$ cat src/rtl/mtm_alu.sv
// mtm_alu: 32-bit bit-serial ALU (AND/OR/ADD/SUB).
// Frames are 11 bits MSB first: start(0), type, 8 payload bits, stop(1).
// The response path is a two-stage pipeline (command latch, then result into
// a 1-deep pending slot), so the first response start bit leaves two clocks
// after the command stop bit has been sampled.
module mtm_alu (
    input  logic clk,
    input  logic rst_n,
    input  logic sin,
    output logic sout
);

    typedef enum logic [1:0] {RX_IDLE, RX_TYPE, RX_PAYLOAD, RX_STOP} rx_state_t;
    typedef enum logic [1:0] {TX_IDLE, TX_DATA, TX_CTL} tx_state_t;

    // CRC x^4+x+1, init 0, MSB first over {B, A, 1'b1, OP}
    function automatic logic [3:0] f_crc4(input logic [67:0] d);
        logic [3:0] c;
        logic       fb;
        c = 4'd0;
        for (int i = 67; i >= 0; i--) begin
            fb = c[3] ^ d[i];
            c  = {c[2:0], 1'b0} ^ (fb ? 4'b0011 : 4'b0000);
        end
        return c;
    endfunction

    // CRC x^3+x+1, init 0, MSB first over {C, 1'b0, FLAGS}
    function automatic logic [2:0] f_crc3(input logic [36:0] d);
        logic [2:0] c;
        logic       fb;
        c = 3'd0;
        for (int i = 36; i >= 0; i--) begin
            fb = c[2] ^ d[i];
            c  = {c[1:0], 1'b0} ^ (fb ? 3'b011 : 3'b000);
        end
        return c;
    endfunction

    rx_state_t   r_rx_state;
    logic        r_rx_type;
    logic [7:0]  r_rx_sh;
    logic [2:0]  r_rx_cnt;
    logic [3:0]  r_dcnt;        // saturates at 9: anything above 8 is just "not 8"
    logic [63:0] r_opnd;        // {B, A}, last 8 data bytes received
    logic        r_cmd_vld;
    logic [2:0]  r_cmd_op;
    logic [3:0]  r_cmd_crc;
    logic        r_cmd_cnt_ok;

    tx_state_t   r_tx_state;
    logic        r_sout;
    logic [9:0]  r_tx_sh;       // {type, payload, stop} still to be shifted out
    logic [3:0]  r_tx_bit;      // index of the frame bit currently on sout
    logic [1:0]  r_tx_byte;
    logic [31:0] r_tx_c;
    logic [7:0]  r_tx_ctl;
    logic        r_pend_vld;
    logic        r_pend_err;
    logic [31:0] r_pend_c;
    logic [7:0]  r_pend_ctl;

    logic [31:0] w_b, w_a, w_c;
    logic [32:0] w_sum33;
    logic        w_carry, w_ovf, w_op_bad;
    logic [3:0]  w_flags;
    logic [2:0]  w_err;
    logic [7:0]  w_ctl;
    logic        w_tx_load;

    assign w_b  = r_opnd[63:32];
    assign w_a  = r_opnd[31:0];
    assign sout = r_sout;

    // Receiver: frame deframing, operand shift register and command capture
    always_ff @(posedge clk) begin
        if (!rst_n) begin
            r_rx_state   <= RX_IDLE;
            r_rx_type    <= 1'b0;
            r_rx_sh      <= 8'd0;
            r_rx_cnt     <= 3'd0;
            r_dcnt       <= 4'd0;
            r_opnd       <= 64'd0;
            r_cmd_vld    <= 1'b0;
            r_cmd_op     <= 3'd0;
            r_cmd_crc    <= 4'd0;
            r_cmd_cnt_ok <= 1'b0;
        end else begin
            r_cmd_vld <= 1'b0;
            case (r_rx_state)
                RX_IDLE: if (!sin) r_rx_state <= RX_TYPE;
                RX_TYPE: begin
                    r_rx_type  <= sin;
                    r_rx_cnt   <= 3'd0;
                    r_rx_state <= RX_PAYLOAD;
                end
                RX_PAYLOAD: begin
                    r_rx_sh  <= {r_rx_sh[6:0], sin};
                    r_rx_cnt <= r_rx_cnt + 3'd1;
                    if (r_rx_cnt == 3'd7) r_rx_state <= RX_STOP;
                end
                RX_STOP: begin
                    r_rx_state <= RX_IDLE;
                    // a zero stop bit silently drops the frame
                    if (sin) begin
                        if (!r_rx_type) begin
                            r_opnd <= {r_opnd[55:0], r_rx_sh};
                            if (r_dcnt != 4'd9) r_dcnt <= r_dcnt + 4'd1;
                        end else begin
                            r_cmd_vld    <= 1'b1;
                            r_cmd_op     <= r_rx_sh[6:4];
                            r_cmd_crc    <= r_rx_sh[3:0];
                            r_cmd_cnt_ok <= (r_dcnt == 4'd8);
                            r_dcnt       <= 4'd0;
                        end
                    end
                end
                default: r_rx_state <= RX_IDLE;
            endcase
        end
    end

    // ALU datapath and flags for the latched command
    always_comb begin
        w_c      = 32'd0;
        w_sum33  = 33'd0;
        w_carry  = 1'b0;
        w_ovf    = 1'b0;
        w_op_bad = 1'b0;
        case (r_cmd_op)
            3'b000: w_c = w_b & w_a;
            3'b001: w_c = w_b | w_a;
            3'b100: begin
                w_sum33 = {1'b0, w_b} + {1'b0, w_a};
                w_c     = w_sum33[31:0];
                w_carry = w_sum33[32];
                w_ovf   = (w_b[31] == w_a[31]) && (w_c[31] != w_b[31]);
            end
            3'b101: begin
                w_sum33 = {1'b0, w_b} - {1'b0, w_a};
                w_c     = w_sum33[31:0];
                w_carry = w_sum33[32];   // borrow: B < A unsigned
                w_ovf   = (w_b[31] != w_a[31]) && (w_c[31] != w_b[31]);
            end
            default: w_op_bad = 1'b1;
        endcase
        w_flags = {w_carry, w_ovf, (w_c == 32'd0), w_c[31]};
    end

    // Prioritised error select and control payload build
    always_comb begin
        w_err = 3'b000;
        if (!r_cmd_cnt_ok)                                 w_err = 3'b100;
        else if (f_crc4({r_opnd, 1'b1, r_cmd_op}) != r_cmd_crc) w_err = 3'b010;
        else if (w_op_bad)                                 w_err = 3'b001;
        if (w_err != 3'b000)
            w_ctl = {1'b1, w_err, w_err, ^{1'b1, w_err, w_err}};
        else
            w_ctl = {1'b0, w_flags, f_crc3({w_c, 1'b0, w_flags})};
    end

    assign w_tx_load = r_pend_vld &&
                       ((r_tx_state == TX_IDLE) ||
                        ((r_tx_state == TX_CTL) && (r_tx_bit == 4'd10)));

    // Pending slot and transmitter; frames follow each other with no idle bits
    always_ff @(posedge clk) begin
        if (!rst_n) begin
            r_tx_state <= TX_IDLE;
            r_sout     <= 1'b1;
            r_tx_sh    <= 10'd0;
            r_tx_bit   <= 4'd0;
            r_tx_byte  <= 2'd0;
            r_tx_c     <= 32'd0;
            r_tx_ctl   <= 8'd0;
            r_pend_vld <= 1'b0;
            r_pend_err <= 1'b0;
            r_pend_c   <= 32'd0;
            r_pend_ctl <= 8'd0;
        end else begin
            if (w_tx_load) begin
                r_pend_vld <= 1'b0;
                r_sout     <= 1'b0;
                r_tx_bit   <= 4'd0;
                r_tx_byte  <= 2'd0;
                r_tx_ctl   <= r_pend_ctl;
                if (r_pend_err) begin
                    r_tx_state <= TX_CTL;
                    r_tx_sh    <= {1'b1, r_pend_ctl, 1'b1};
                end else begin
                    r_tx_state <= TX_DATA;
                    r_tx_sh    <= {1'b0, r_pend_c[31:24], 1'b1};
                    r_tx_c     <= {r_pend_c[23:0], 8'd0};
                end
            end else if (r_tx_state == TX_IDLE) begin
                r_sout <= 1'b1;
            end else if (r_tx_bit != 4'd10) begin
                r_sout   <= r_tx_sh[9];
                r_tx_sh  <= {r_tx_sh[8:0], 1'b0};
                r_tx_bit <= r_tx_bit + 4'd1;
            end else if (r_tx_state == TX_DATA) begin
                r_sout   <= 1'b0;
                r_tx_bit <= 4'd0;
                if (r_tx_byte == 2'd3) begin
                    r_tx_state <= TX_CTL;
                    r_tx_sh    <= {1'b1, r_tx_ctl, 1'b1};
                end else begin
                    r_tx_byte <= r_tx_byte + 2'd1;
                    r_tx_sh   <= {1'b0, r_tx_c[31:24], 1'b1};
                    r_tx_c    <= {r_tx_c[23:0], 8'd0};
                end
            end else begin
                r_tx_state <= TX_IDLE;
                r_sout     <= 1'b1;
            end
            // a newly finished command overwrites the slot after any load above
            if (r_cmd_vld) begin
                r_pend_vld <= 1'b1;
                r_pend_err <= (w_err != 3'b000);
                r_pend_c   <= w_c;
                r_pend_ctl <= w_ctl;
            end
        end
    end

endmodule

$ cat config.mk
export PLATFORM = sky130hd
export DESIGN_NAME = mtm_alu
export DESIGN_NICKNAME = d
export VERILOG_FILES = /design/src/rtl/mtm_alu.sv
export SDC_FILE = /design/constraint.sdc
export NUM_CORES = 1
export LEC_CHECK = 0
export CORE_MARGIN = 1
export CORE_UTILIZATION = 65
export CTS_BUF_LIST = sky130_fd_sc_hd__clkbuf_8
export DETAILED_ROUTE_END_ITERATION = 8
export GPL_ROUTABILITY_DRIVEN = 1
export PLACE_DENSITY = 0.81
export RECOVER_POWER = 50
export SYNTH_ARGS = -nofsm -noshare
export SYNTH_HDL_FRONTEND = slang
export SYNTH_SLANG_ARGS = --single-unit
$ cat constraint.sdc
create_clock -name clk -period 8.8 [get_ports clk]
set_input_delay 1.32 -clock clk [delete_from_list [all_inputs] [get_ports clk]]
set_output_delay 1.32 -clock clk [all_outputs]
set_load 0.01 [all_outputs]
# Word-level counts from Yosys, hierarchy flattened
# Cells that the tools add are included.
dict set report totals {
  inputBits 3
  regBits 192
  word_cells 438
}
dict set report classes {
  n_addsub 6
  mux 145
  eq_ne 26
  n_bitwise 211
  n_reduce_logical 29
}
# cell n
set op_table {}
lappend op_table {{$xor A4 B2 Y4} 66}
lappend op_table {{$mux W2} 114}
lappend op_table {{$mux W32} 6}
lappend op_table {{$pmux W32 S4} 1}
lappend op_table {{$xor A3 B2 Y3} 37}
lappend op_table {{$xor A1 B1 Y1} 98}
lappend op_table {{$mux W10} 6}
lappend op_table {{$add A32 B32 Y33} 1}
lappend op_table {{$sub A32 B32 Y33} 1}
lappend op_table {{$and A32 B32 Y32} 1}
lappend op_table {{$logic_not A32 Y1} 1}
lappend op_table {{$or A32 B32 Y32} 1}
lappend op_table {{$mux W4} 4}
lappend op_table {{$reduce_and A3 Y1} 5}
lappend op_table {{$ne A2 B2 Y1 const B} 6}
lappend op_table {{$reduce_bool A2 Y1} 5}
lappend op_table {{$eq A3 B3 Y1 const B} 3}
lappend op_table {{$add A4 B1 Y4 const B} 2}
lappend op_table {{$eq A2 B2 Y1 const B} 4}
lappend op_table {{$eq A4 B4 Y1 const B} 2}
lappend op_table {{$mux W1} 8}
lappend op_table {{$mux W8} 1}
lappend op_table {{$ne A4 B4 Y1 const B} 2}
lappend op_table {{$pmux W2 S4} 1}
lappend op_table {{other kinds (24)} 41}

# Logic depth before layout (Yosys ltp)
# Gate-level depths: netlist (run 1).
dict set report depth {
  depth_word 203
  mapped_depth 27
  mapped_depth_nobuf 27
}

# Least setup slack after synthesis (run 1)
# No wires, ideal clock.
dict set report synth_timing {
  path_type {reg2reg}
  startpoint {register r_opnd[32]}
  endpoint {register r_pend_ctl[1]}
  path_stages_with_launch 28
  setup_slack_ns 3.286
  arrival_time_ns 5.399
  path_cell_list {dfxtp_1 inv_1 ha_1 inv_1 fa_1 nor2b_1 o211ai_1 nand4_1 a221oi_1 o2111ai_1 a31oi_1 o41ai_1 a21oi_1 mux2i_1 xnor2_1 a221oi_1 ha_1 nand4b_1 nor4_1 nand3b_1 nor4_1 and4_1 nand4_1 or4_1 o21ai_2 xnor2_1 or3_1 a31o_1}
}
dict set report synth_via {
  elab_chain_len 75
  elab_cells_between_ends 229
  classes_between {2 x add/sub; 3 x eq/ne; 77 x mux; 143 x bitwise; 4 x reduce/logical}
}
# element line_no
set synth_lines {}
lappend synth_lines {{start, declared} 45} ;# logic [63:0] r_opnd;
lappend synth_lines {{start signal, assigned} 107} ;# r_opnd <= {r_opnd[55:0], r_rx_sh};
lappend synth_lines {{$sub A32 B32 Y33 / $add A32 B32 Y33 (equally long branches)} {140, 134}}
lappend synth_lines {{$pmux W32 S4} 130} ;# case (r_cmd_op)
lappend synth_lines {{$xor A1 B1 Y1 / $mux W2 (equally long branches)} {34, 35}}
lappend synth_lines {{$mux W2 / $xor A3 B2 Y3 (equally long branches)} 35} ;# c = {c[1:0], 1'b0} ^ (fb ? 3'b011 : 3'b000);
lappend synth_lines {{$xor A3 B2 Y3 / $xor A1 B1 Y1 (equally long branches)} {35, 34}}
lappend synth_lines {{$xor A3 B2 Y3 / $mux W2 (equally long branches)} 35}
lappend synth_lines {{$xor A1 B1 Y1 / $xor A3 B2 Y3 (equally long branches)} {34, 35}}
lappend synth_lines {{$mux W2 / $xor A3 B2 Y3 (equally long branches)} 35}
lappend synth_lines {{[59 not listed]} --}
lappend synth_lines {{$mux W2 / $xor A1 B1 Y1 (equally long branches)} {35, 34}}
lappend synth_lines {{$xor A3 B2 Y3 / $mux W2 (equally long branches)} 35}
lappend synth_lines {{$xor A3 B2 Y3} 35}
lappend synth_lines {{$xor A1 B1 Y1 / $xor A3 B2 Y3 (equally long branches)} {34, 35}}
lappend synth_lines {{$mux W2 / $xor A1 B1 Y1 (equally long branches)} {35, 34}}
lappend synth_lines {{$xor A3 B2 Y3 / $mux W2 (equally long branches)} 35}
lappend synth_lines {{$xor A3 B2 Y3} 35}
lappend synth_lines {{$mux W8 *} 156} ;# if (w_err != 3'b000)
lappend synth_lines {{end signal, assigned} 221} ;# r_pend_ctl <= w_ctl;
lappend synth_lines {{end, declared} 61} ;# logic [7:0] r_pend_ctl;
# Every way passes the cells marked *; elsewhere a longest branch is shown, timed or not.
# A chain may end at the register's enable or synchronous reset.

# Final worst setup path (run 1)
dict set report layout_timing {
  startpoint {input rst_n}
  endpoint {register r_pend_c[8]}
}
# element line_no
set layout_rtl {}
lappend layout_rtl {{start, declared} 8} ;# input logic rst_n,
lappend layout_rtl {{end signal, assigned} 220} ;# r_pend_c <= w_c;
lappend layout_rtl {{end, declared} 60} ;# logic [31:0] r_pend_c;
# No word-level cell between the ends.

==> out/summary.txt, run 1 <==
Cts bufs inserted -> 17
Starting density of the core -> 66.4%
CTS max path bufs -> 2
RSZ-0062 raised after global routing -> no
Status -> finished, violations left
DRT iter0 DRCs -> 976
Post-route setup TNS -> 0 ns
Sequential-to-total area share from yosys stat -> 27.3%
Type of origin of the critical path -> input pin
Tmin final -> 6.86 ns
Most area-hungry cell type in the Yosys netlist -> dfxtp_1
Initial antenna violation count -> 0
EDFF count, synth -> 0
Layout Skew -> 0.0252 ns
PortBufs -> 3
Total track usage -> 38.2%
Vert. Die Dim -> 146 microns
Die ar. -> 21300 sq um
Synth cell types -> 86
Syn nets -> 1865
Worst hold slack -> 0.455 ns
Largest net degree at the start of global routing -> 100
VDD IR max -> 0.133 mV
Crit-path cells -> dlygate4sd3_1 -> clkinvlp_2 -> clkbuf_1 -> nor3_1
CTS tree -> yes
Die Width -> 146 microns
Crit path required time -> 8.98 ns
HP Class -> reg2reg
HPWL reported at the end of detailed placement -> 30200 microns
Max-Cap Viols -> 2
Leakage -> 4.86 nW
Synthesized area -> 13400 sq um
Vias/cell -> 6.31
Num ports -> 4
H-tree depth -> 4
Ranking of synthesized cells by area -> dfxtp_1 27%, ha_1 11%, xnor2_1 8.4%, nand2_1 7.2%, a21oi_1 6.7%
Hold violation total from the final report -> 0
Number of nets with antenna violations after routing -> 0
R2R setup slack -> 2.07 ns
Slowest-stage cell, CP -> clkbuf_1
Post-route DRC -> 0
Asr flop ratio synth -> 0%
Max Freq -> 146 MHz
Worst-margin pin slew -> 4.29 ns
Via count -> 12400
Clock Latency Late Sink -> 0.49 ns
Total grt overflow -> 0
Post-CTS Setup Repair Bufs -> 0
Layout cells sized above 1 -> 4.97%
Inserted Diodes -> 0
Slew HR -> -186%
Crit Path Max Fanout -> 99
# hold bufs at CTS -> 0
Vias in the first global route -> 11500
TritonRoute pass-1 iters -> 6
Violated checks -> capacitance limit, slew limit
CTS clk-pin slew, worst paths -> 0.11 ns
Root buf cell -> clkbuf_8
Worst Setup Path Type -> in2reg
Core Area -> 20200 sq um
Syn_area_per_cell -> 7.70 sq um
Sink Count -> 183
First-pass GRT wire length -> 63000 microns
Max Slew Vio Count -> 176
Gpl congestion -> 1.02
Crit path DAT -> 7.05 ns
Worst setup EP type -> register
Site row count -> 52
Power Dens Cells -> 110 nW/um^2
CP peak stage delay -> 3.10 ns
Share of the synthesized area in the top cell type -> 27.3%
Yosys reg bits -> 183
Cell count after synthesis -> 1746
WL/cell -> 20.6 microns
Drt total wl -> 40400 microns
Most frequent cell after synthesis -> nand2_1
Post-synth top cells -> 258 x nand2_1, 183 x dfxtp_1, 181 x a21oi_1
Yosys warnings -> 0
PostCTS Resize Cnt -> 0
Final period utilization -> 78.0%
Synth Flop Type -> dfxtp_1
Nets -> 1797
Synthesis-to-finish area growth -> 3.38%
Final setup violating endpoints -> 0
## worst paths after layout
kind | start | endpoint | cells past startpoint
setup / recovery | rst_n | r_pend_c[8]$_SDFFE_PN0P_ | 4
hold / removal | r_pend_c[7]$_SDFFE_PN0P_ | r_tx_c[15]$_SDFFE_PN0P_ | 2
setup reg to reg | r_opnd[15]$_SDFFE_PN0P_ | r_pend_ctl[2]$_SDFFE_PN0P_ | 25
hold reg to reg | r_pend_c[7]$_SDFFE_PN0P_ | r_tx_c[15]$_SDFFE_PN0P_ | 2
## final cells by class
cell class / instances / area, sq um
Inverter: 107 / 403
Clock buffer: 18 / 248
Clock inverter: 14 / 118
Multi-Input combinational cell: 1350 / 8980
Tap cell: 270 / 338
Sequential cell: 183 / 3670
Fill cell: 1717 / 6340
Timing Repair Buffer: 19 / 143
## sequential cells by signal (all words and copies together) (netlist names), 2 cells and up
register    flops
r_cmd_crc       4
r_cmd_op        3
r_dcnt          4
r_opnd         64
r_pend_c       32
r_pend_ctl      7
r_rx_cnt        3
r_rx_sh         8
r_rx_state      2
r_tx_bit        4
r_tx_byte       2
r_tx_c         24
r_tx_ctl        8
r_tx_sh        10
r_tx_state      2
## cell usage in the layout (no fill, tap or decap), drive strengths merged, types with 40 or more instances in the layout
cell / instances
nor2: 175
o21ai: 55
nand3: 40
a21oi: 182
nand2: 258
ha: 114
a211oi: 56
xnor2: 130
inv: 116
dfxtp: 183
## cell families after synthesis
kind of cell | Yosys count | share of synthesized area (%)
muxes | 39 | 2.92
and+or+nand+nor | 588 | 19.1
buffers and inverters | 213 | 6.10
AOI/OAI and AO/OA | 445 | 22.0
adders and majority gates | 116 | 10.9
xor gates and xnor gates | 162 | 11.7
DFF | 183 | 27.3
## power breakdown
| group | switching, mW | internal, mW |
|---|---|---|
| logic | 0.0752 | 0.0417 |
| clock network | 0.342 | 0.212 |
| registers | 0.0150 | 0.839 |
| total | 0.432 | 1.09 |
## routing by layer
layer | global-route usage [%] | vias to the layer above | part of all wire (%)
met5 | 0 | - | 0
met4 | 14.0 | 0 | 2.9
met3 | 8.68 | 83 | 9.4
met2 | 60.5 | 538 | 45
met1 | 50.7 | 5859 | 43
li1 | - | 5890 | -
## per-stage QoR
step	total power [mW]	std cells	instance area (sq um)	worst slack, ns	util [%]
after floorplan	0.966	1746	13400	3.29	-
after global placement	0.985	1929	13500	2.41	66.9
after detailed placement	0.990	1929	13500	2.26	66.9
after CTS	1.53	1961	13900	2.21	68.7
after global routing	1.57	1961	13900	1.43	68.6
final	1.52	1961	13900	1.94	68.6
## worst max-delay path, delay by kind of cell
family                 cells  cell delay (ns)
buffers and inverters      3             5.48
and+or+nand+nor            1             0.21
No activity file was read; power rests on OpenSTA's default activity.
==> inputs of run 2 (changes only) <==
Settings changed: CORE_UTILIZATION 65 to 60, PLACE_DENSITY 0.81 to 0.79.
Clock period 8.8 ns to 5.5 ns, I/O delays scaled along.
==> out/summary.txt, run 2 (synthesis gave the netlist of run 1 again) <==
Status -> finished, violations left
Violated checks -> capacitance limit, slew limit, setup timing
R2R cell count -> 25
Synthesis-to-finish area growth -> 13.9%
Clock Latency Late Sink -> 0.48 ns
Max Freq -> 173 MHz
HPWL reported at the end of detailed placement -> 33300 microns
Total grt overflow -> 0
Max-Cap Viols -> 2
Sink Count -> 183
Worst-margin pin slew -> 3.05 ns
Root buf cell -> clkbuf_8
Final Instance Area -> 15300 sq um
First-pass GRT wire length -> 66600 microns
Vert. Die Dim -> 152 microns
Num ports -> 4
CTS max path bufs -> 2
Commonest non-fill, non-tap cell in the layout -> nand2_1
Max reg flops -> 64
Largest net degree at the start of global routing -> 105
Crit Path Max Fanout -> 7
Leakage -> 5.75 nW
Final period utilization -> 105%
Cts bufs inserted -> 17
Number of nets with antenna violations after routing -> 0
Die Width -> 152 microns
Crit path DAT -> 6.15 ns
Via count -> 13300
Total track usage -> 38.2%
Worst hold slack -> 0.446 ns
Initial antenna violation count -> 1
HP Class -> reg2reg
Largest Register -> r_opnd
Core Area -> 21900 sq um
Nets -> 1966
Starting density of the core -> 61.4%
Hold path cells -> 2
# hold bufs at CTS -> 0
Post-route DRC -> 0
Hold violation total from the final report -> 0
Dpl cell area -> 14800 sq um
Site row count -> 54
Crit path required time -> 5.86 ns
CTS tree -> yes
DP Worst Slack -> -0.530 ns
Post-route setup TNS -> -0.679 ns
Max Slew Vio Count -> 97
Vias in the first global route -> 12300
H-tree depth -> 4
Gpl congestion -> 1.06
PortBufs -> 3
Layout cells sized above 1 -> 14.6%
RSZ-0062 raised after global routing -> yes
Worst Setup Path Type -> reg2reg
TritonRoute pass-1 iters -> 6
Tmin final -> 5.80 ns
Worst setup EP type -> register
Final WS setup -> -0.295 ns
WL/cell -> 20.4 microns
Type of origin of the critical path -> register
Slew HR -> -104%
Die ar. -> 23000 sq um
Vias/cell -> 6.19
CTS clk-pin slew, worst paths -> 0.12 ns
Post-layout util -> 69.9%
Final setup violating endpoints -> 3
VDD IR max -> 0.171 mV
Top Registers -> r_opnd x64, r_pend_c x32, r_tx_c x24
Drt total wl -> 43800 microns
Layout Skew -> 0.0282 ns
DRT iter0 DRCs -> 1161
Commonest cells after routing, fill and taps aside -> 258 x nand2_1, 182 x buf_4, 180 x dfxtp_1
Power Dens Cells -> 160 nW/um^2
-- run 2: cell types whose count changed in the layout (fill, tap and decap cells not counted), sizes merged --
cell	delta
dlygate4sd3	+1
clkdlybuf4s50	-1
buf	+169
diode	+1
clkinv	+4
clkinvlp	-3
clkbuf	-1
-- run 2: worst paths after layout --
check	slack [ns]	startpoint	endpoint
max	-0.30	r_opnd[2]$_SDFFE_PN0P_	r_pend_ctl[1]$_SDFFE_PN0P_
min	0.45	r_pend_c[9]$_SDFFE_PN0P_	r_tx_c[17]$_SDFFE_PN0P_
max reg2reg	-0.30	r_opnd[2]$_SDFFE_PN0P_	r_pend_ctl[1]$_SDFFE_PN0P_
min reg2reg	0.45	r_pend_c[9]$_SDFFE_PN0P_	r_tx_c[17]$_SDFFE_PN0P_
-- run 2: through the flow --
step,power (mW),std cells
after floorplan,1.55,1746
after global routing,2.54,2140
after detailed placement,1.59,2098
after CTS,2.46,2136
final,2.45,2141
after global placement,1.58,2098
-- run 2: layer usage --
layer  GRT usage, %  wire length (microns)
met5              0                      0
met4           15.1                   1590
met3           8.71                   4530
met2           60.1                  19500
met1           50.3                  18200
-- run 2: final cells by class --
| type | count | area [sq um] |
|---|---|---|
| diodes | 1 | 2.50 |
| clock buffers | 17 | 234 |
| clock inverters | 15 | 136 |
| fillers | 1833 | 6590 |
| inverters | 107 | 404 |
| multi-input cells | 1350 | 9090 |
| flip-flops and latches | 183 | 3670 |
| well taps | 280 | 350 |
| repair buffers | 188 | 1420 |
-- run 2: critical path: stages, from the launching register on --
cell	delay (ns)
dfxtp_1	0.36
inv_1	0.06
ha_1	0.39
buf_4	0.19
o211ai_1	0.13
o211ai_1	0.39
a21oi_1	0.12
buf_4	0.16
o211ai_1	0.33
a31oi_1	0.17
o41ai_1	0.28
a31oi_1	0.11
xnor2_1	0.18
a221oi_4	0.32
ha_2	0.24
nand4b_1	0.12
nor4_2	0.18
nand3b_1	0.12
nor4_2	0.13
and4_1	0.23
nand4_1	0.11
or4_4	0.54
o21ai_4	0.18
xnor2_1	0.11
or3_1	0.32
a31o_1	0.19
-- run 2: repair_timing --
item                       in CTS  in global routing
setup endpoints to repair       3                  4
cloned                          0                  0
pin swaps                       8                 11
gates resized for setup        19                  4
buffers inserted                6                  4
-- run 2: power breakdown --
group | total, mW | switching (mW) | internal [mW]
registers | 1.37 | 0.0240 | 1.34
clock network | 0.895 | 0.562 | 0.333
logic | 0.191 | 0.122 | 0.0691
==> inputs of run 3 (changes only) <==
Settings changed: CORE_UTILIZATION 60 to 45, PLACE_DENSITY 0.79 to default, SLEW_MARGIN from default to 20.
==> out/summary.txt, run 3 (synthesis gave the netlist of run 1 again) <==
Worst setup EP type -> register
R2R cell count -> 28
Via count -> 12700
Final Instance Area -> 15700 sq um
Layout cells sized above 1 -> 16.0%
Number of nets with antenna violations after routing -> 0
Worst Setup SP -> r_opnd[32]$_SDFFE_PN0P_
Hold Startpoint -> r_pend_c[6]$_SDFFE_PN0P_
Total Power -> 2.52 mW
Crit Path Max Fanout -> 3
DP Worst Slack -> -0.407 ns
R2r endpoint -> r_pend_ctl[2]$_SDFFE_PN0P_
Final WS setup -> -0.246 ns
Drt total wl -> 45000 microns
Top Registers -> r_opnd x64, r_pend_c x32, r_tx_c x24
Dpl cell area -> 15000 sq um
Commonest non-fill, non-tap cell in the layout -> nand2_1
CTS max path bufs -> 2
Reg2reg start -> r_opnd[32]$_SDFFE_PN0P_
TritonRoute pass-1 iters -> 5
CTS clk-pin slew, worst paths -> 0.10 ns
Hold Path End -> r_tx_c[14]$_SDFFE_PN0P_
Vias/cell -> 5.62
WL/cell -> 19.9 microns
Starting density of the core -> 46.3%
Power Dens Cells -> 161 nW/um^2
Storage cell area -> 3670 sq um
Leakage -> 5.89 nW
Num ports -> 4
Hold violation total from the final report -> 0
Cell count after placement -> 2219
Cts bufs inserted -> 17
Worst Setup Path Type -> reg2reg
Synthesis-to-finish area growth -> 16.6%
HP Class -> reg2reg
Final setup violating endpoints -> 3
Tmin final -> 5.75 ns
Nets -> 1985
Total grt overflow -> 0
Gpl congestion -> 0.976
Die ar. -> 30600 sq um
Initial antenna violation count -> 0
Site row count -> 62
Total track usage -> 29.7%
RSZ-0062 raised after global routing -> yes
Commonest cells after routing, fill and taps aside -> 258 x nand2_1, 201 x buf_4, 179 x a21oi_1, 179 x dfxtp_1, 173 x nor2_1
Fill count -> 2813
Vert. Die Dim -> 175 microns
VDD IR max -> 0.224 mV
Final period utilization -> 104%
Footprint of the multi-input gates -> 9160 sq um
Worst-margin pin slew -> 2.22 ns
Type of origin of the critical path -> register
Violated checks -> capacitance limit, slew limit, setup timing
First-pass GRT wire length -> 69100 microns
Crit path DAT -> 6.16 ns
R2R setup slack -> -0.25 ns
Clock Latency Late Sink -> 0.52 ns
Max Freq -> 174 MHz
CP peak stage delay -> 0.55 ns
Crit path required time -> 5.92 ns
Layout Skew -> 0.0274 ns
Core Area -> 29000 sq um
Post-route insts no fill -> 2263
Max-Cap Viols -> 1
Max reg flops -> 64
Post-route DRC -> 0
Slew HR -> -48.2%
Slowest-stage cell, CP -> or4_4
DRT iter0 DRCs -> 1180
H-tree depth -> 4
Inserted Diodes -> 0
Largest net degree at the start of global routing -> 106
Die Width -> 175 microns
Sink Count -> 183
Vias in the first global route -> 12000
Root buf cell -> clkbuf_8
CTS tree -> yes
Largest Register -> r_opnd
HPWL reported at the end of detailed placement -> 35100 microns
Hold path cells -> 2
Status -> finished, violations left
Post-layout util -> 54.0%
PortBufs -> 3
Max Slew Vio Count -> 37
==> run 3: changes by cell type in the layout (fill, tap and decap cells not counted), sizes merged <==
cell / previous run / this run
buf: 183 / 201
bufinv: 0 / 2
clkbuf: 19 / 20
clkdlybuf4s50: 0 / 1
clkinvlp: 0 / 1
diode: 1 / 0
dlygate4sd3: 3 / 2
inv: 116 / 113
==> run 3: final cells by class <==
cell class / instances / area share [%]
Inverter: 107 / 2.60
Clock inverter: 15 / 1.06
Multi-Input combinational cell: 1350 / 58.5
Sequential cell: 183 / 23.4
Tap cell: 384 / 3.07
Clock buffer: 17 / 1.49
Timing Repair Buffer: 207 / 9.90
==> run 3: worst max-delay path by stage <==
stage | end | cells after the start
finish | r_pend_ctl[2]$_SDFFE_PN0P_ | 28
global route | r_pend_ctl[1]$_SDFFE_PN0P_ | 28
CTS | r_pend_ctl[2]$_SDFFE_PN0P_ | 28
detailed placement | r_pend_ctl[2]$_SDFFE_PN0P_ | 28
global placement | r_pend_ctl[1]$_SDFFE_PN0P_ | 28
floorplan | r_pend_ctl[1]$_SDFFE_PN0P_ | 27
==> run 3: what timing repair did <==
action                     in CTS  in global routing
setup endpoints to repair       3                  4
hold buffers                    0                  0
gates resized for setup        21                 12
setup buffers                   5                  7
pin swaps                      20                 25
==> run 3: metal layers <==
layer	GRT usage, %	routed length (microns)	vias up
li1	-	-	6264
met1	40.0	20500	5967
met2	46.3	20000	414
met3	5.46	2950	76
met4	12.2	1560	0
met5	0	0	-
==> run 3: per-stage QoR <==
| stage | setup TNS, ns | hold WS, ns |
|---|---|---|
| detailed placement | -0.767 | 0.444 |
| global route | -1.47 | 0.478 |
| CTS | -0.489 | 0.462 |
| finish | -0.497 | 0.460 |
| global placement | -0.562 | 0.439 |
| floorplan | 0 | 0.431 |
==> run 3: report_power, final <==
part	internal [mW]	leakage [nW]	total [mW]	switching [mW]
combinational	0.0709	4.21	0.195	0.124
sequential	1.34	1.48	1.37	0.0243
clock	0.414	0.205	0.955	0.541
total	1.83	5.89	2.52	0.690
==> run 3: worst max-delay path: cells and delay by family, from the launching register on <==
family | cells | cell delay (ns)
buffers and inverters | 3 | 0.28
AOI/OAI and AO/OA | 9 | 1.86
adders and majority gates | 3 | 0.75
muxes | 1 | 0.11
and+or+nand+nor | 9 | 1.76
DFF | 1 | 0.34
xor gates and xnor gates | 3 | 0.54
==> edit 1, RTL diff (config.mk and constraints of run 3) <==
Encoding of `rx_state_t`: now one-hot (4 bits for 4 states).
--- a/src/rtl/mtm_alu.sv
+++ b/src/rtl/mtm_alu.sv
@@ -11,5 +11,5 @@
 );
 
-    typedef enum logic [1:0] {RX_IDLE, RX_TYPE, RX_PAYLOAD, RX_STOP} rx_state_t;
+    typedef enum logic [3:0] {RX_IDLE = 4'b0001, RX_TYPE = 4'b0010, RX_PAYLOAD = 4'b0100, RX_STOP = 4'b1000} rx_state_t;
     typedef enum logic [1:0] {TX_IDLE, TX_DATA, TX_CTL} tx_state_t;
 
Function: same outputs for any inputs over 4 cycles, from zero or initial values and one cycle with rst_n low; so few cycles prove little.
==> edit 1 against run 3 <==
- the flow still finishes with violations (capacitance limit, slew limit, setup timing)
- worst setup slack better by 0.12 ns
- sequential cell count is 2 higher
- design area is 9.4% higher
- core utilization is 0.19 points higher
- maximum frequency is 2.0% higher
- area after synthesis is 7.8% higher
- routed wire length is 13% higher
- largest cell class unchanged
Power is not compared: it rests on default switching activity, and its combinational part moved more than twofold at a synthesized area within 25%.
==> edit 1: results (changes against run 3) <==
status complete, but fails checks; failing checks capacitance limit, slew limit, setup timing; Largest stage delay, worst path 0.38 ns (-0.17 ns); met2 GRT Util 52.49% (+6.1 points); largest net degree at the start of global routing 154 (+45%); CTS clk-pin slew, worst paths 0.10 ns (about the same); routed wire length 50980 um (+13%); M1 GR Usage 40.15% (+0.099 points); CTS buffer count 17 (unchanged); xor/xnor share of the synthesized area 10.85% (-0.82 points); layout cells sized above 1 17.70% (+1.7 points); drt pass-1 iters 6 (+1); register area share after synthesis 25.56% (-1.7 points); commonest cells in the netlist nand2_1 (297), dfxtp_1 (185), xnor2_1 (136), ha_1 (109), a21oi_1 (108); first-pass GRT wire length 79240 um (+15%); sequential group power roughly 0.0013 W; placed insts 2417 (+8.9%); met2 wire length 23890 um (+19%); Worst Setup Slack, final -0.1309 ns (+0.1153 ns); final setup TNS -0.3709 ns (+0.1257 ns); Nets 2163 (+9.0%); CTS Buffer Depth 2 (unchanged); Post-CTS Repair Setup Buffers 13 (+8); CP max FO 2 (-1); Synth cell types 95 (+10%); fin cells 2464 (+8.9%); Gate Count Post-Synth 1859 (+6.5%); WP data arrival 6.06 ns (-0.10 ns); CTS resizes 22 (+4.8%); wl on met1 22190 um (+8.4%); # setup viols final 3 (unchanged); Iter 0 DRT Violations 978 (-17%); worst skew pair latency 0.50 ns (-0.02 ns); Area after DPL 16620 um^2 (+11%); RePlAce Congestion 1.010 (+3.5%); Setup Skew 0.02518 ns (-0.002216 ns); routed wl met3 2560 um (-13%); DPL Wire Length 40210 um (+15%); post-synthesis mux area share 2.504% (-0.42 points); Synth Area in Compound Gates 24.46% (+2.4 points); max-slew violations 70 (+89%); Max-cap violations 2 (+1)
-- edit 1: path summary, 6_finish.rpt --
path	startpoint	endpoint	slack [ns]	depth (start not counted)
worst max register to register	r_opnd[0]	r_pend_ctl[4]	-0.13	30
worst min-delay path	r_pend_c[7]	r_tx_c[15]	0.47	2
worst max-delay path	r_opnd[0]	r_pend_ctl[4]	-0.13	30
worst min register to register	r_pend_c[7]	r_tx_c[15]	0.47	2
-- edit 1: layout make-up --
cell class / instances / area, um^2 / area share [%]
Multi-Input combinational cell: 1450 / 9983 / 58.25
Sequential cell: 185 / 3709 / 21.64
Timing Repair Buffer: 288 / 2173 / 12.68
Tap cell: 402 / 503.0 / 2.935
Inverter: 107 / 401.6 / 2.343
Clock buffer: 17 / 234.0 / 1.365
Clock inverter: 15 / 135.1 / 0.7884
-- edit 1: cell families after synthesis --
group,after synthesis
simple gates,647
compound gates,491
buf+inv,224
flops,185
xor+xnor,165
fa+ha+maj,111
mux,36
==> edit 2, RTL diff (settings of run 3) <==
Without the edit above. Remove the case item `3'b101` of the case on `r_cmd_op`.
--- a/src/rtl/mtm_alu.sv
+++ b/src/rtl/mtm_alu.sv
@@ -136,10 +136,4 @@
                 w_carry = w_sum33[32];
                 w_ovf   = (w_b[31] == w_a[31]) && (w_c[31] != w_b[31]);
-            end
-            3'b101: begin
-                w_sum33 = {1'b0, w_b} - {1'b0, w_a};
-                w_c     = w_sum33[31:0];
-                w_carry = w_sum33[32];   // borrow: B < A unsigned
-                w_ovf   = (w_b[31] != w_a[31]) && (w_c[31] != w_b[31]);
             end
             default: w_op_bad = 1'b1;
Formal check against the unedited RTL: no difference found for any inputs over 4 cycles, from zero or initial values and one cycle with rst_n low; that may be too few to reach the edited logic, so the function may still have changed.
==> edit 2 against run 3 <==
- first-iteration DRC count is 31% lower
- worst setup slack gained 0.60 ns
- power down 1.3%
- the run ends with DRC, capacitance limit, slew limit left
- critical path type unchanged
- area after synthesis decreased by 10%
- sequential power is essentially flat
- sequential cell count unchanged
- highest routed layer unchanged
- routed wire length is 21% lower
- non-clock buffer count fell by 144
- design area shrank 17%
- cell count down 18%
==> edit 2: results (changes against run 3) <==
DRC 2 (+2); layout cells sized above 1 9.722% (-6.3 points); main area contributors after synthesis dfxtp_1 (30%), ha_1 (7.9%), nand2_1 (7.7%), xnor2_1 (7.2%), a21oi_1 (6.4%); Hold Worst Slack 0.4591 ns (-0.001301 ns); Least-Margin Pin Slew 3.100 ns (+0.8768 ns); first-pass GRT wire length 56350 um (-18%); Lkg Pwr 4.801 nW (-18%); Setup WS pre-CTS 0.1936 ns (+0.6002 ns); max-slew violations 87 (+140%); Area after DPL 12610 um^2 (-16%); Max-cap violations 1 (unchanged); status complete, but fails checks; Reg2Reg Depth 23 (-18%); setup slack, reg-to-reg 0.36 ns (+0.60 ns); Setup Skew 0.02323 ns (-0.004160 ns); Syn Area/Cell 8.045 um^2 (+4.5%); drt pass-1 iters 7 (+2); number of global-route vias before repair 9745 (-19%); Via density 5.639 (+0.32%); Final Power 0.002485 W (-1.3%); failing checks DRC, capacitance limit, slew limit; DPL Wire Length 26330 um (-25%); R2R Path End r_pend_ctl[1]; critical path's slowest cell dfxtp_1; worst skew pair latency 0.49 ns (-0.03 ns); internal power 0.001752 W (-4.1%); Post-CTS Repair Setup Buffers 0 (-5); Largest stage delay, worst path 0.45 ns (-0.10 ns); largest net degree at the start of global routing 88 (-17%); routed wire length 35430 um (-21%); Iter 0 DRT Violations 812 (-31%)
edit 2: changes by cell type in the layout (fill, tap and decap cells not counted), moves of 8 or more:
cell,run 3,this run
nand3_1,40,25
buf_4,201,57
ha_1,112,75
o21a_1,2,10
inv_1,100,85
nor2_1,173,144
xnor2_1,124,99
a21oi_1,179,151
a211oi_1,56,47
o21ai_0,51,27
xnor3_1,7,15
nand2_1,258,246
edit 2: metal layers:
layer | track usage [%] | wire length [um] | vias up
li1 | - | - | 5147
met1 | 35.67 | 16560 | 4929
met2 | 42.65 | 16340 | 272
met3 | 2.987 | 1333 | 68
met4 | 9.955 | 1199 | 0
met5 | 0 | 0 | -
edit 2: cells by family after synthesis:
| kind of cell | Yosys count | synth area share, % |
|---|---|---|
| AO/OA/AOI/OAI | 361 | 20.01 |
| XOR/XNOR | 148 | 13.22 |
| adder cells (fa/ha/maj) | 77 | 8.056 |
| buffers and inverters | 167 | 5.793 |
| flip-flops | 183 | 30.40 |
| multiplexers | 45 | 3.769 |
| AND/OR/NAND/NOR | 517 | 18.76 |
edit 2: worst max-delay path by stage:
stage               cells after the start             to  slack, ns       start
global route                           23  r_pend_ctl[1]     -0.007  r_opnd[32]
CTS                                    22  r_pend_ctl[2]       0.15  r_opnd[20]
detailed placement                     22  r_pend_ctl[2]       0.19  r_opnd[20]
floorplan                              22  r_pend_ctl[1]       0.59  r_opnd[24]
finish                                 23  r_pend_ctl[1]       0.36  r_opnd[32]
global placement                       22  r_pend_ctl[1]       0.34  r_opnd[20]
edit 2: cell type report:
type                            count  area (um^2)
Clock buffer                       17        234.0
Clock inverter                     15        158.9
Fill cell                        2578        13070
Inverter                           86        324.1
Multi-Input combinational cell   1148         7777
Sequential cell                   183         3669
Tap cell                          335        419.2
Timing Repair Buffer               63        485.5
